<file path="src/rtl/packed_pair_mac.sv">
// packed_pair_mac: 3-stage pairwise multiply, adder tree and N_ACC-frame accumulator over a packed signed-word frame.
// Define PACKED_PAIR_MAC_SAT_EN to saturate o_data and flag o_overflow instead of wrapping to NB_OUT bits.
module packed_pair_mac #(
    parameter int NB_DATA = 8,
    parameter int N_WORD  = 8,
    parameter int N_ACC   = 4,
    parameter int NB_OUT  = 16
) (
    input  logic                        clock,
    input  logic                        reset,
    input  logic [NB_DATA*N_WORD-1:0]   i_data,
    input  logic                        i_valid,
    input  logic                        i_clear,
    output logic signed [NB_OUT-1:0]    o_data,
    output logic                        o_valid,
    output logic                        o_overflow
);
    localparam int NB_PROD = 2 * NB_DATA;
    localparam int N_PAIR  = N_WORD / 2;
    localparam int NB_SUM  = NB_PROD + $clog2(N_PAIR);
    localparam int NB_ACC  = NB_SUM + $clog2(N_ACC);
    localparam int NB_CNT  = $clog2(N_ACC + 1);

    logic signed [NB_PROD-1:0] r_prod [N_PAIR];
    logic signed [NB_SUM-1:0]  r_sum, w_sum;
    logic signed [NB_ACC-1:0]  r_acc, w_tot;
    logic signed [NB_OUT-1:0]  w_fmt;
    logic [NB_CNT-1:0]         r_cnt;
    logic                      r_v1, r_v2, w_last;

    always_ff @(posedge clock) begin
        if (reset) begin
            r_v1 <= 1'b0;
            for (int k = 0; k < N_PAIR; k++) r_prod[k] <= '0;
        end else begin
            r_v1 <= i_valid;
            if (i_valid)
                for (int k = 0; k < N_PAIR; k++)
                    r_prod[k] <= signed'(i_data[(2*k+1)*NB_DATA-1 -: NB_DATA]) *
                                 signed'(i_data[(2*k+2)*NB_DATA-1 -: NB_DATA]);
        end
    end

    always_comb begin
        w_sum = '0;
        for (int k = 0; k < N_PAIR; k++) w_sum = w_sum + NB_SUM'(r_prod[k]);
    end

    always_ff @(posedge clock) begin
        if (reset) begin
            r_v2  <= 1'b0;
            r_sum <= '0;
        end else begin
            r_v2 <= r_v1;
            if (r_v1) r_sum <= w_sum;
        end
    end

    // A clear coincident with v2 makes s the first frame of the new group.
    assign w_tot  = (i_clear ? '0 : r_acc) + NB_ACC'(r_sum);
    assign w_last = i_clear ? (N_ACC == 1) : (r_cnt == NB_CNT'(N_ACC - 1));

`ifdef PACKED_PAIR_MAC_SAT_EN
    localparam logic signed [NB_OUT-1:0] SAT_MAX = {1'b0, {(NB_OUT-1){1'b1}}};
    localparam logic signed [NB_OUT-1:0] SAT_MIN = {1'b1, {(NB_OUT-1){1'b0}}};
    logic signed [NB_ACC-1:0] w_hi;
    logic                     w_ovf, r_ovf;
    assign w_hi  = w_tot >>> (NB_OUT - 1);
    assign w_ovf = (NB_OUT < NB_ACC) && (w_hi != '0) && (w_hi != '1);
    assign w_fmt = w_ovf ? (w_tot[NB_ACC-1] ? SAT_MIN : SAT_MAX) : NB_OUT'(w_tot);
    assign o_overflow = r_ovf;
`else
    assign w_fmt = NB_OUT'(w_tot);
    assign o_overflow = 1'b0;
`endif

    always_ff @(posedge clock) begin
        if (reset) begin
            r_acc   <= '0;
            r_cnt   <= '0;
            o_data  <= '0;
            o_valid <= 1'b0;
`ifdef PACKED_PAIR_MAC_SAT_EN
            r_ovf   <= 1'b0;
`endif
        end else begin
            o_valid <= 1'b0;
            if (r_v2 && w_last) begin
                o_data  <= w_fmt;
                o_valid <= 1'b1;
                r_acc   <= '0;
                r_cnt   <= '0;
`ifdef PACKED_PAIR_MAC_SAT_EN
                r_ovf   <= w_ovf;
`endif
            end else if (r_v2) begin
                r_acc <= w_tot;
                r_cnt <= (i_clear ? '0 : r_cnt) + 1'b1;
            end else if (i_clear) begin
                r_acc <= '0;
                r_cnt <= '0;
            end
        end
    end
endmodule

</file>
<file path="config.mk">
export PLATFORM = sky130hd
export DESIGN_NAME = packed_pair_mac
export DESIGN_NICKNAME = d
export VERILOG_FILES = /design/src/rtl/packed_pair_mac.sv
export SDC_FILE = /design/constraint.sdc
export NUM_CORES = 1
export LEC_CHECK = 0
export CAP_MARGIN = 20
export CORE_UTILIZATION = 57
export CTS_CLUSTER_DIAMETER = 60
export CTS_CLUSTER_SIZE = 16
export DETAILED_ROUTE_END_ITERATION = 16
export PLACE_DENSITY = 0.79
export SETUP_SLACK_MARGIN = 0.3
export SYNTH_ARGS = -nofsm -noshare
export SYNTH_HDL_FRONTEND = slang
export SYNTH_SLANG_ARGS = --single-unit
</file>
<file path="constraint.sdc">
create_clock -name clock -period 4.85 [get_ports clock]
set_input_delay 1.2125 -clock clock [delete_from_list [all_inputs] [get_ports clock]]
set_output_delay 1.2125 -clock clock [all_outputs]
set_load 0.1 [all_outputs]
</file>
==> impl_metrics.env, run 1 <==
export IMPL_synth_warnings=0
export IMPL_drc=0
export IMPL_dpl_cell_area_um2=19100
export IMPL_max_slew_margin_pct=35.5
export IMPL_p_sw_share_pct=45.1
export IMPL_regArea_um2=3000
export IMPL_worstRegToRegCells=11
export IMPL_htreeDepth=4
export IMPL_clk_latency_ps=430
export IMPL_synth_edf_count=64
export IMPL_p_leak_nw=9.89
export IMPL_cts_made_buffers=17
export IMPL_setup_worst_path_class="input port to flop"
export IMPL_cts_sinks=118
export IMPL_row_count=61
export IMPL_synth_flop_cell="edfxtp_1"
export IMPL_dr_total_vias=13037
export IMPL_worstPathRequired_ps=5000
export IMPL_worstSetupEndpoint="r_prod[0][14]"
export IMPL_pwr_share_seq_pct=11.6
export IMPL_dr_pass1_iters=8
export IMPL_clk_pin_slew_ps=60
export IMPL_preCtsSetupSlack_ps=-911
export IMPL_status="finished, violations left"
export IMPL_coreArea_um2=27900
export IMPL_syn_inst=1692
export IMPL_setup_violations=1
export IMPL_die_area_um2=29100
export IMPL_die_w_um=171
export IMPL_synth_nets=2158
export IMPL_holdWs_ps=452
export IMPL_finalWorstSetupSlack_ps=-74.6
export IMPL_clockBufferDepth=2
export IMPL_ir_worst_vdd_uv=464
export IMPL_hold_path_class="flop to flop"
export IMPL_startpoint="i_data[6]"
export IMPL_skew_ps=9.55
export IMPL_synth_cell_type_count=59
export IMPL_cap_violations=0
export IMPL_fillCellCount=1694
export IMPL_p_per_area_nw_per_um2=615
export IMPL_violations="negative setup slack"
export IMPL_critPathArrivalTime_ps=5070
export IMPL_io_buffer_count=84
export IMPL_ant_nets=0
export IMPL_drt_total_wl_mm=41.9
export IMPL_synth_async_reset_ratio_pct=0
export IMPL_place_congestion=0.882
export IMPL_drt_iter0_drc=718
export IMPL_r2r_start="r_prod[1][1]"
export IMPL_antenna_found_initial=1
export IMPL_grt_remaining_overflow=0
export IMPL_yosysSeqAreaShare_pct=18.5
export IMPL_io_pins=86
export IMPL_finalHoldViolCount=0
export IMPL_cp_start_kind="input port"
export IMPL_cts_hold_fix_buffers=0
export IMPL_timing_fmax_mhz=203
export IMPL_pwr_share_clk_pct=9.7
export IMPL_final_area_um2=21300
export IMPL_routed_via_density=5.44
export IMPL_netlist_area_um2=16200
export IMPL_drive_above_1_share_pct=30.7
export IMPL_power_frac_comb_pct=78.7
export IMPL_grt_use_total_pct=27.5
export IMPL_worst_slew_pin_slew_ps=965
export IMPL_drv_slew=0
export IMPL_internal_power_mw=7.18
export IMPL_r2r_end="r_sum[15]"
export IMPL_rrSetupSlack_ps=1120
export IMPL_first_global_vias=13424
export IMPL_cp_max_fo=5
export IMPL_rsz0062_at_grt="true"
export IMPL_p_sw_mw=5.90
export IMPL_layout_min_cycle_time_ps=4920
export IMPL_cp_end_kind="flop"
export IMPL_area_delta_synth_final_pct=31.4
export IMPL_wire_per_inst_um=17.5
export IMPL_final_core_util_pct=76.4
export IMPL_ys_ff_latch=118
export IMPL_post_dp_hpwl_mm=29.0
export IMPL_cts_tree="done"
export IMPL_die_y_um=171
export IMPL_grt_pass1_wl_mm=63.7
export IMPL_multiInputGateArea_um2=13200
export IMPL_clockRootBuffer="clkbuf_16"
export IMPL_fin_crit_sh_pct=102
export IMPL_avgSynthCellArea_um2=9.57
export IMPL_final_net_count=2468
export IMPL_grt_max_degree=65
export IMPL_dp_cells=2319
export IMPL_start_util_pct=58.1
export IMPL_stdcell_count=2395
==> synthesized netlist by cell type, types with 3 or more instances <==
cell type  count  area share (%)
a2111o_1       3            0.21
a211oi_1      14            0.65
a21o_1        18            0.83
a21oi_1       58             1.8
and2_1       185             7.1
and3_1         4            0.15
clkbuf_1      21            0.49
dfxtp_1       54             6.7
edfxtp_1      64              12
fa_1         251              31
ha_1         147              11
inv_1        328             7.6
mux2_2         6            0.42
mux2i_1       22             1.4
nand2_1      107             2.5
nand2b_1      11            0.43
nand3_1       10            0.31
nand3b_1       4            0.19
nor2_1       106             2.5
nor2b_1       53             2.0
nor3_1        21            0.65
nor3b_1        3            0.14
nor4b_1        3            0.16
o2111ai_1      3            0.16
o21a_1        14            0.65
o21ai_0       37             1.1
o21bai_1       4            0.19
o22ai_1        4            0.15
o31a_1         3            0.16
o32ai_1        3            0.16
or2_2          9            0.35
xnor2_1       59             3.2
xor2_1        25             1.4
==> critical path, cell delays in order <==
cell and delay, ps:
buf_12 110, and2_4 150, fa_1 520, inv_2 40, fa_1 480, inv_2 40
fa_1 550, inv_2 40, fa_1 490, inv_2 50, ha_4 220, o21ai_4 70
a21boi_2 90, o311a_1 400, o32ai_2 320, xor2_1 210, nor2_1 90
==> per-stage QoR <==
stage / total power [mW] / TNS (ps)
2_1_floorplan: 7.19 / -136
3_3_place_gp: 9.43 / -21670
3_5_place_dp: 9.70 / -23970
4_1_cts: 11.8 / -47.4
5_1_grt: 14.0 / -634
6_report: 13.1 / -74.6
==> state kept, by name, summed over array words and instances (netlist names) <==
signal and cells:
r_acc 16, o_data 16, r_prod 64, r_v1 1
r_sum 16, r_cnt 3, r_v2 1, o_valid 1
==> kinds of logic (layout without fill, tap and decap cells) <==
kind of cell / after synthesis / in the layout / synth area share [%]
flip-flops: 118 / 118 / 18.5
multiplexers: 28 / 28 / 1.78
AO/OA/AOI/OAI: 184 / 184 / 7.36
adder cells (fa/ha/maj): 398 / 398 / 42.4
XOR/XNOR: 85 / 85 / 4.71
AND/OR/NAND/NOR: 526 / 526 / 17.0
buffers and inverters: 352 / 675 / 8.18
other: 1 / 3 / 0.0232
==> area by class of cell <==
class / instances / area share (%)
Timing Repair Buffer: 315 / 13.0
Clock buffer: 19 / 2.13
Inverter: 328 / 5.81
Sequential cell: 118 / 14.1
Clock inverter: 13 / 0.670
Multi-Input combinational cell: 1222 / 62.0
Antenna cell: 2 / 0.0235
Tap cell: 378 / 2.22
==> routing by layer <==
layer | GRT usage [%] | vias to the layer above | wire length [um]
li1 | - | 5960 | -
met1 | 34.3 | 6521 | 16300
met2 | 50.5 | 412 | 22300
met3 | 2.80 | 144 | 1760
met4 | 7.76 | 0 | 1630
met5 | 0 | - | 0
==> timing repair <==
action	CTS	global route
pin swaps	116	139
endpoints found under the setup margin	39	31
gates resized for setup	479	209
setup buffers	24	17
cloned	1	0
==> cells in the final DEF (no fill, tap or decap), types with 6 or more instances in the layout <==
master	n
nor2b_4	9
inv_1	268
nor2b_1	40
nand3_1	7
dfxtp_1	54
a21o_1	18
xnor2_1	54
a211oi_1	12
mux2_2	6
clkbuf_16	18
xor2_1	24
a21oi_2	11
fa_2	20
o21ai_0	26
nor3_1	18
or2_2	8
ha_1	92
a21oi_1	42
mux2i_1	22
clkdlybuf4s50_1	20
nor2_1	104
buf_2	13
fa_1	231
nand2_4	6
buf_8	9
clkbuf_4	6
inv_2	58
and2_1	133
and2_4	52
edfxtp_1	64
o21a_1	14
ha_4	42
buf_12	9
buf_4	200
nand2b_1	7
ha_2	13
nand2_1	96
buf_6	57
==> power groups by stage <==
stage	clock network, mW	registers (mW)	logic, mW
after floorplan	0	1.45	5.73
after global placement	0	1.52	7.90
after detailed placement	0	1.52	8.18
after CTS	1.28	1.51	9.05
after global routing	1.33	1.53	11.2
final	1.28	1.51	10.3
==> worst min path at each step <==
stage                     startpoint         to  slack, ps  cells past startpoint
after global placement     o_data[6]  o_data[6]        440                      2
final                      o_data[5]  o_data[5]        450                      2
after floorplan             r_sum[5]   r_sum[5]        450                      2
after global routing       o_data[9]  o_data[9]        470                      2
after detailed placement   o_data[2]  o_data[2]        450                      2
after CTS                  o_data[6]  o_data[6]        450                      2
Power figures use the tool's default switching activity.
==> inputs of run 2 (changes only) <==
GPL_ROUTABILITY_DRIVEN = 0   (was not set)
==> impl_metrics.env, run 2 (synthesized netlist as in run 1, its figures left out) <==
export IMPL_rsz0062_at_grt="true"
export IMPL_clk_pin_slew_ps=60
export IMPL_p_leak_nw=10.0
export IMPL_clockBufferDepth=2
export IMPL_final_cell_mix="inv_1, fa_1, buf_4"
export IMPL_cts_made_buffers=17
export IMPL_fillCellCount=1590
export IMPL_regMostFlops="r_prod"
export IMPL_drt_total_wl_mm=46.5
export IMPL_p_per_area_nw_per_um2=640
export IMPL_io_pins=86
export IMPL_cts_sinks=118
export IMPL_cap_violations=0
export IMPL_clk_latency_ps=440
export IMPL_regArea_um2=3000
export IMPL_fin_tns_setup_ps=-441
export IMPL_worstPathRequired_ps=5010
export IMPL_antenna_cells=0
export IMPL_grt_use_total_pct=29.2
export IMPL_die_y_um=171
export IMPL_die_w_um=171
export IMPL_htreeDepth=4
export IMPL_clockRootBuffer="clkbuf_16"
export IMPL_drc=0
export IMPL_post_dp_hpwl_mm=29.0
export IMPL_fin_crit_sh_pct=103
export IMPL_drt_iter0_drc=964
export IMPL_grt_pass1_wl_mm=66.6
export IMPL_final_net_count=2494
export IMPL_layout_commonest_cell="inv_1"
export IMPL_cts_tree="done"
export IMPL_layout_min_cycle_time_ps=5000
export IMPL_ant_nets=0
export IMPL_status="finished, violations left"
export IMPL_row_count=61
export IMPL_cp_max_fo=6
export IMPL_multiInputGateArea_um2=13300
export IMPL_io_buffer_count=84
export IMPL_first_global_vias=14137
export IMPL_skew_ps=13.2
export IMPL_hold_path_class="flop to flop"
export IMPL_cp_end_kind="flop"
export IMPL_setup_violations=5
export IMPL_violations="negative setup slack"
export IMPL_coreArea_um2=27900
export IMPL_dr_pass1_iters=7
export IMPL_total_power_mw=13.8
export IMPL_start_util_pct=58.1
export IMPL_cp_start_kind="input port"
export IMPL_worst_slew_pin_slew_ps=967
export IMPL_drv_slew=0
export IMPL_routed_via_density=5.66
export IMPL_grt_max_degree=40
export IMPL_cts_hold_fix_buffers=0
export IMPL_largest_reg_flops=64
export IMPL_dr_total_vias=13699
export IMPL_finalWorstSetupSlack_ps=-147
export IMPL_finalHoldViolCount=0
export IMPL_setup_worst_path_class="input port to flop"
export IMPL_critPathArrivalTime_ps=5160
export IMPL_ir_worst_vdd_uv=529
export IMPL_timing_fmax_mhz=200
export IMPL_grt_remaining_overflow=0
export IMPL_wire_per_inst_um=19.2
export IMPL_drive_above_1_share_pct=31.7
export IMPL_max_slew_margin_pct=35.4
export IMPL_die_area_um2=29100
export IMPL_area_delta_synth_final_pct=32.8
export IMPL_antenna_found_initial=0
[run 2: timing repair]
item / CTS / global route
pin swaps: 143 / 156
resized for setup: 473 / 220
gates cloned: 1 / 0
setup buffers: 43 / 21
setup endpoints to repair: 38 / 37
[run 2: report_power, final]
part	total [mW]	internal, mW	switching, mW
combinational	10.9	5.28	5.67
clock	1.28	0.801	0.479
sequential	1.53	1.34	0.184
[run 2: worst max-delay path, cell delays in order]
cell and delay [ps]:
buf_12 110, and2_4 150, fa_1 570, inv_2 50, fa_1 540, inv_2 40
fa_1 520, inv_2 40, fa_1 500, inv_2 50, ha_4 220, o21ai_4 70
a21boi_2 80, o311a_1 410, o32ai_2 270, xor2_1 210, nor2_1 110
[run 2: worst paths after layout]
kind | slack, ps | depth (start not counted) | from | endpoint
setup / recovery | -150 | 17 | i_data[12] | r_prod[0][14]
hold / removal | 460 | 2 | o_data[5] | o_data[5]
setup reg to reg | 1260 | 11 | r_prod[1][1] | r_sum[15]
hold reg to reg | 460 | 2 | o_data[5] | o_data[5]
[run 2: final cells by class]
class / count / share of cell area (%)
multi-input cells: 1222 / 61.8
clock buffers: 22 / 2.07
repair buffers: 341 / 13.6
clock inverters: 10 / 0.605
inverters: 328 / 5.75
flip-flops and latches: 118 / 14.0
well taps: 378 / 2.20
[run 2: through the flow]
step	cell area [um2]	hold slack (ps)	setup WS [ps]	std cells	util, %
after global placement	19200	443	-933	2322	68.8
after global routing	21500	478	-262	2419	77.2
after CTS	20600	455	-29.1	2398	73.8
after detailed placement	19200	448	-990	2322	68.8
final	21500	456	-147	2419	77.2
after floorplan	16500	445	-68.0	1692	-
[run 2: metal layers]
metal | routed length, um | track usage (%)
met3 | 2540 | 3.08
met2 | 24200 | 54.2
met4 | 2650 | 14.1
met5 | 0 | 0
met1 | 17200 | 33.3
==> inputs of run 3 (changes only) <==
ABC_AREA = 1   (was not set)
CORE_UTILIZATION = 63   (was 57)
PLACE_DENSITY = 0.83   (was 0.79)
SKIP_CTS_REPAIR_TIMING = 1   (was not set)
clock period = 4.7 ns   (was 4.85 ns; I/O delays follow)
==> impl_metrics.env, run 3 <==
export IMPL_status="finished, violations left"
export IMPL_violations="negative setup slack"
export IMPL_setup_worst_path_class="input port to flop"
export IMPL_row_count=60
export IMPL_drt_iter0_drc=1508
export IMPL_dr_pass1_iters=8
export IMPL_routed_via_density=5.38
export IMPL_preCtsSetupSlack_ps=-735
export IMPL_fin_crit_sh_pct=102
export IMPL_critPathArrivalTime_ps=4980
export IMPL_drt_total_wl_mm=46.6
export IMPL_regMostFlops="r_prod"
export IMPL_skew_ps=7.94
export IMPL_p_leak_nw=12.3
export IMPL_synth_async_reset_ratio_pct=0
export IMPL_synth_top_area_cell="fa_1"
export IMPL_rsz0062_at_grt="true"
export IMPL_p_per_area_nw_per_um2=661
export IMPL_wire_per_inst_um=15.8
export IMPL_cp_start_kind="input port"
export IMPL_yosysMostFrequentCell="inv_1"
export IMPL_layout_min_cycle_time_ps=4800
export IMPL_ant_nets=0
export IMPL_ir_worst_vdd_uv=489
export IMPL_coreArea_um2=27100
export IMPL_ys_top_cells_by_count="inv_1, nand2_1, fa_1, ha_1, nor2_1"
export IMPL_cap_violations=0
export IMPL_dr_total_vias=15866
export IMPL_final_cell_mix="inv_1, nand2_1, fa_1"
export IMPL_synth_nets=2829
export IMPL_die_y_um=169
export IMPL_start_util_pct=64.7
export IMPL_multiInputGateArea_um2=12900
export IMPL_drv_slew=0
export IMPL_drc=0
export IMPL_syn_inst=2363
export IMPL_drive_above_1_share_pct=20.7
export IMPL_synth_edf_count=64
export IMPL_synth_flop_cell="edfxtp_1"
export IMPL_total_power_mw=14.4
export IMPL_post_dp_hpwl_mm=32.9
export IMPL_clk_latency_ps=420
export IMPL_cts_sinks=118
export IMPL_grt_max_degree=39
export IMPL_antenna_cells=0
export IMPL_worstPathRequired_ps=4880
export IMPL_htreeDepth=4
export IMPL_clockBufferDepth=2
export IMPL_hold_path_class="flop to flop"
export IMPL_fillCellCount=1554
export IMPL_ys_ff_latch=118
export IMPL_cts_tree="done"
export IMPL_cp_end_kind="flop"
export IMPL_area_delta_synth_final_pct=23.9
export IMPL_finalHoldViolCount=0
export IMPL_worst_slew_pin_slew_ps=971
export IMPL_io_buffer_count=84
export IMPL_die_w_um=169
export IMPL_grt_remaining_overflow=0
export IMPL_netlist_area_um2=17500
export IMPL_setup_violations=2
export IMPL_dp_cells=2900
export IMPL_regArea_um2=3000
export IMPL_grt_pass1_wl_mm=69.3
export IMPL_antenna_found_initial=0
export IMPL_largest_reg_flops=64
export IMPL_synth_cell_type_count=44
export IMPL_synth_warnings=0
export IMPL_final_net_count=3028
export IMPL_clockRootBuffer="clkbuf_16"
export IMPL_avgSynthCellArea_um2=7.43
export IMPL_clk_pin_slew_ps=50
export IMPL_layout_commonest_cell="inv_1"
export IMPL_timing_fmax_mhz=208
export IMPL_synth_top_area_share_pct=28.6
export IMPL_stdcell_count=2947
export IMPL_grt_use_total_pct=30.0
export IMPL_first_global_vias=15668
export IMPL_cp_max_fo=8
export IMPL_finalWorstSetupSlack_ps=-105
export IMPL_io_pins=86
export IMPL_die_area_um2=28500
export IMPL_max_slew_margin_pct=35.0
export IMPL_cts_made_buffers=17
export IMPL_yosysSeqAreaShare_pct=17.1
export IMPL_synthTopCellsByArea="fa_1, inv_1, nand2_1"
export IMPL_holdWs_ps=448
## run 3: cell types whose count changed after synthesis, sizes merged, moves of 45 or more
cell / previous run / this run
nand2: 107 / 605
inv: 328 / 685
and2: 185 / 3
nand3: 10 / 83
nor2b: 53 / 0
xnor2: 60 / 15
## run 3: cell type report
cell class | instances | share of cell area, %
inverters | 686 | 12.0
flip-flops and latches | 118 | 13.8
multi-input cells | 1480 | 59.5
clock buffers | 19 | 1.99
clock inverters | 13 | 0.633
repair buffers | 259 | 9.90
well taps | 372 | 2.14
## run 3: cell families (layout without fill, tap and decap cells)
group,Yosys count,count (layout),synth area share [%]
flip-flops,118,118,17.1
AO/OA/AOI/OAI,180,180,5.59
other,1,1,0.0214
AND/OR/NAND/NOR,872,872,20.1
XOR/XNOR,29,29,1.45
buffers and inverters,765,977,16.6
adder cells (fa/ha/maj),398,398,39.1
## run 3: metal layers
layer	global-route usage [%]	up-vias	part of all wire [%]
li1	-	7313	-
met1	35.8	7563	37
met2	55.3	767	52
met3	3.69	223	6.1
met4	10.8	0	5.0
met5	0	-	0
## run 3: metrics by stage
step / setup TNS (ps) / util, % / cell area [um2]
after floorplan: 0 / - / 18500
after global placement: -19210 / 74.8 / 20300
after detailed placement: -22350 / 74.8 / 20300
after CTS: -5650 / 76.9 / 20800
after global routing: -601 / 80.2 / 21700
final: -172 / 80.2 / 21700
## run 3: path summary, 6_finish.rpt
kind                      from            end  slack (ps)  cells after the start
setup / recovery    i_data[23]  r_prod[1][13]        -100                     21
hold / removal      o_data[15]     o_data[15]         450                      2
setup reg to reg  r_prod[2][1]      r_sum[15]        1440                     13
hold reg to reg     o_data[15]     o_data[15]         450                      2
## run 3: worst max-delay path: stages
cell     delay [ps]
buf_6            70
buf_12          130
nand2_8          60
buf_4           150
fa_2            520
inv_1            60
fa_1            500
fa_1            530
inv_1            70
fa_1            490
inv_1            70
ha_4            280
nand2_1         110
o21ai_2         200
inv_1            80
nand2_2         100
nand2_1          70
nand2_1         110
nand2_1          60
nand2_1          80
nor2_1           50
## run 3: report_power, final
| part | internal [mW] | switching [mW] | total, mW | leakage, nW |
|---|---|---|---|---|
| Clock | 0.818 | 0.462 | 1.28 | 0.272 |
| Sequential | 1.38 | 0.205 | 1.59 | 1.13 |
| Combinational | 4.79 | 6.70 | 11.5 | 10.9 |
| Total | 6.99 | 7.37 | 14.4 | 12.3 |
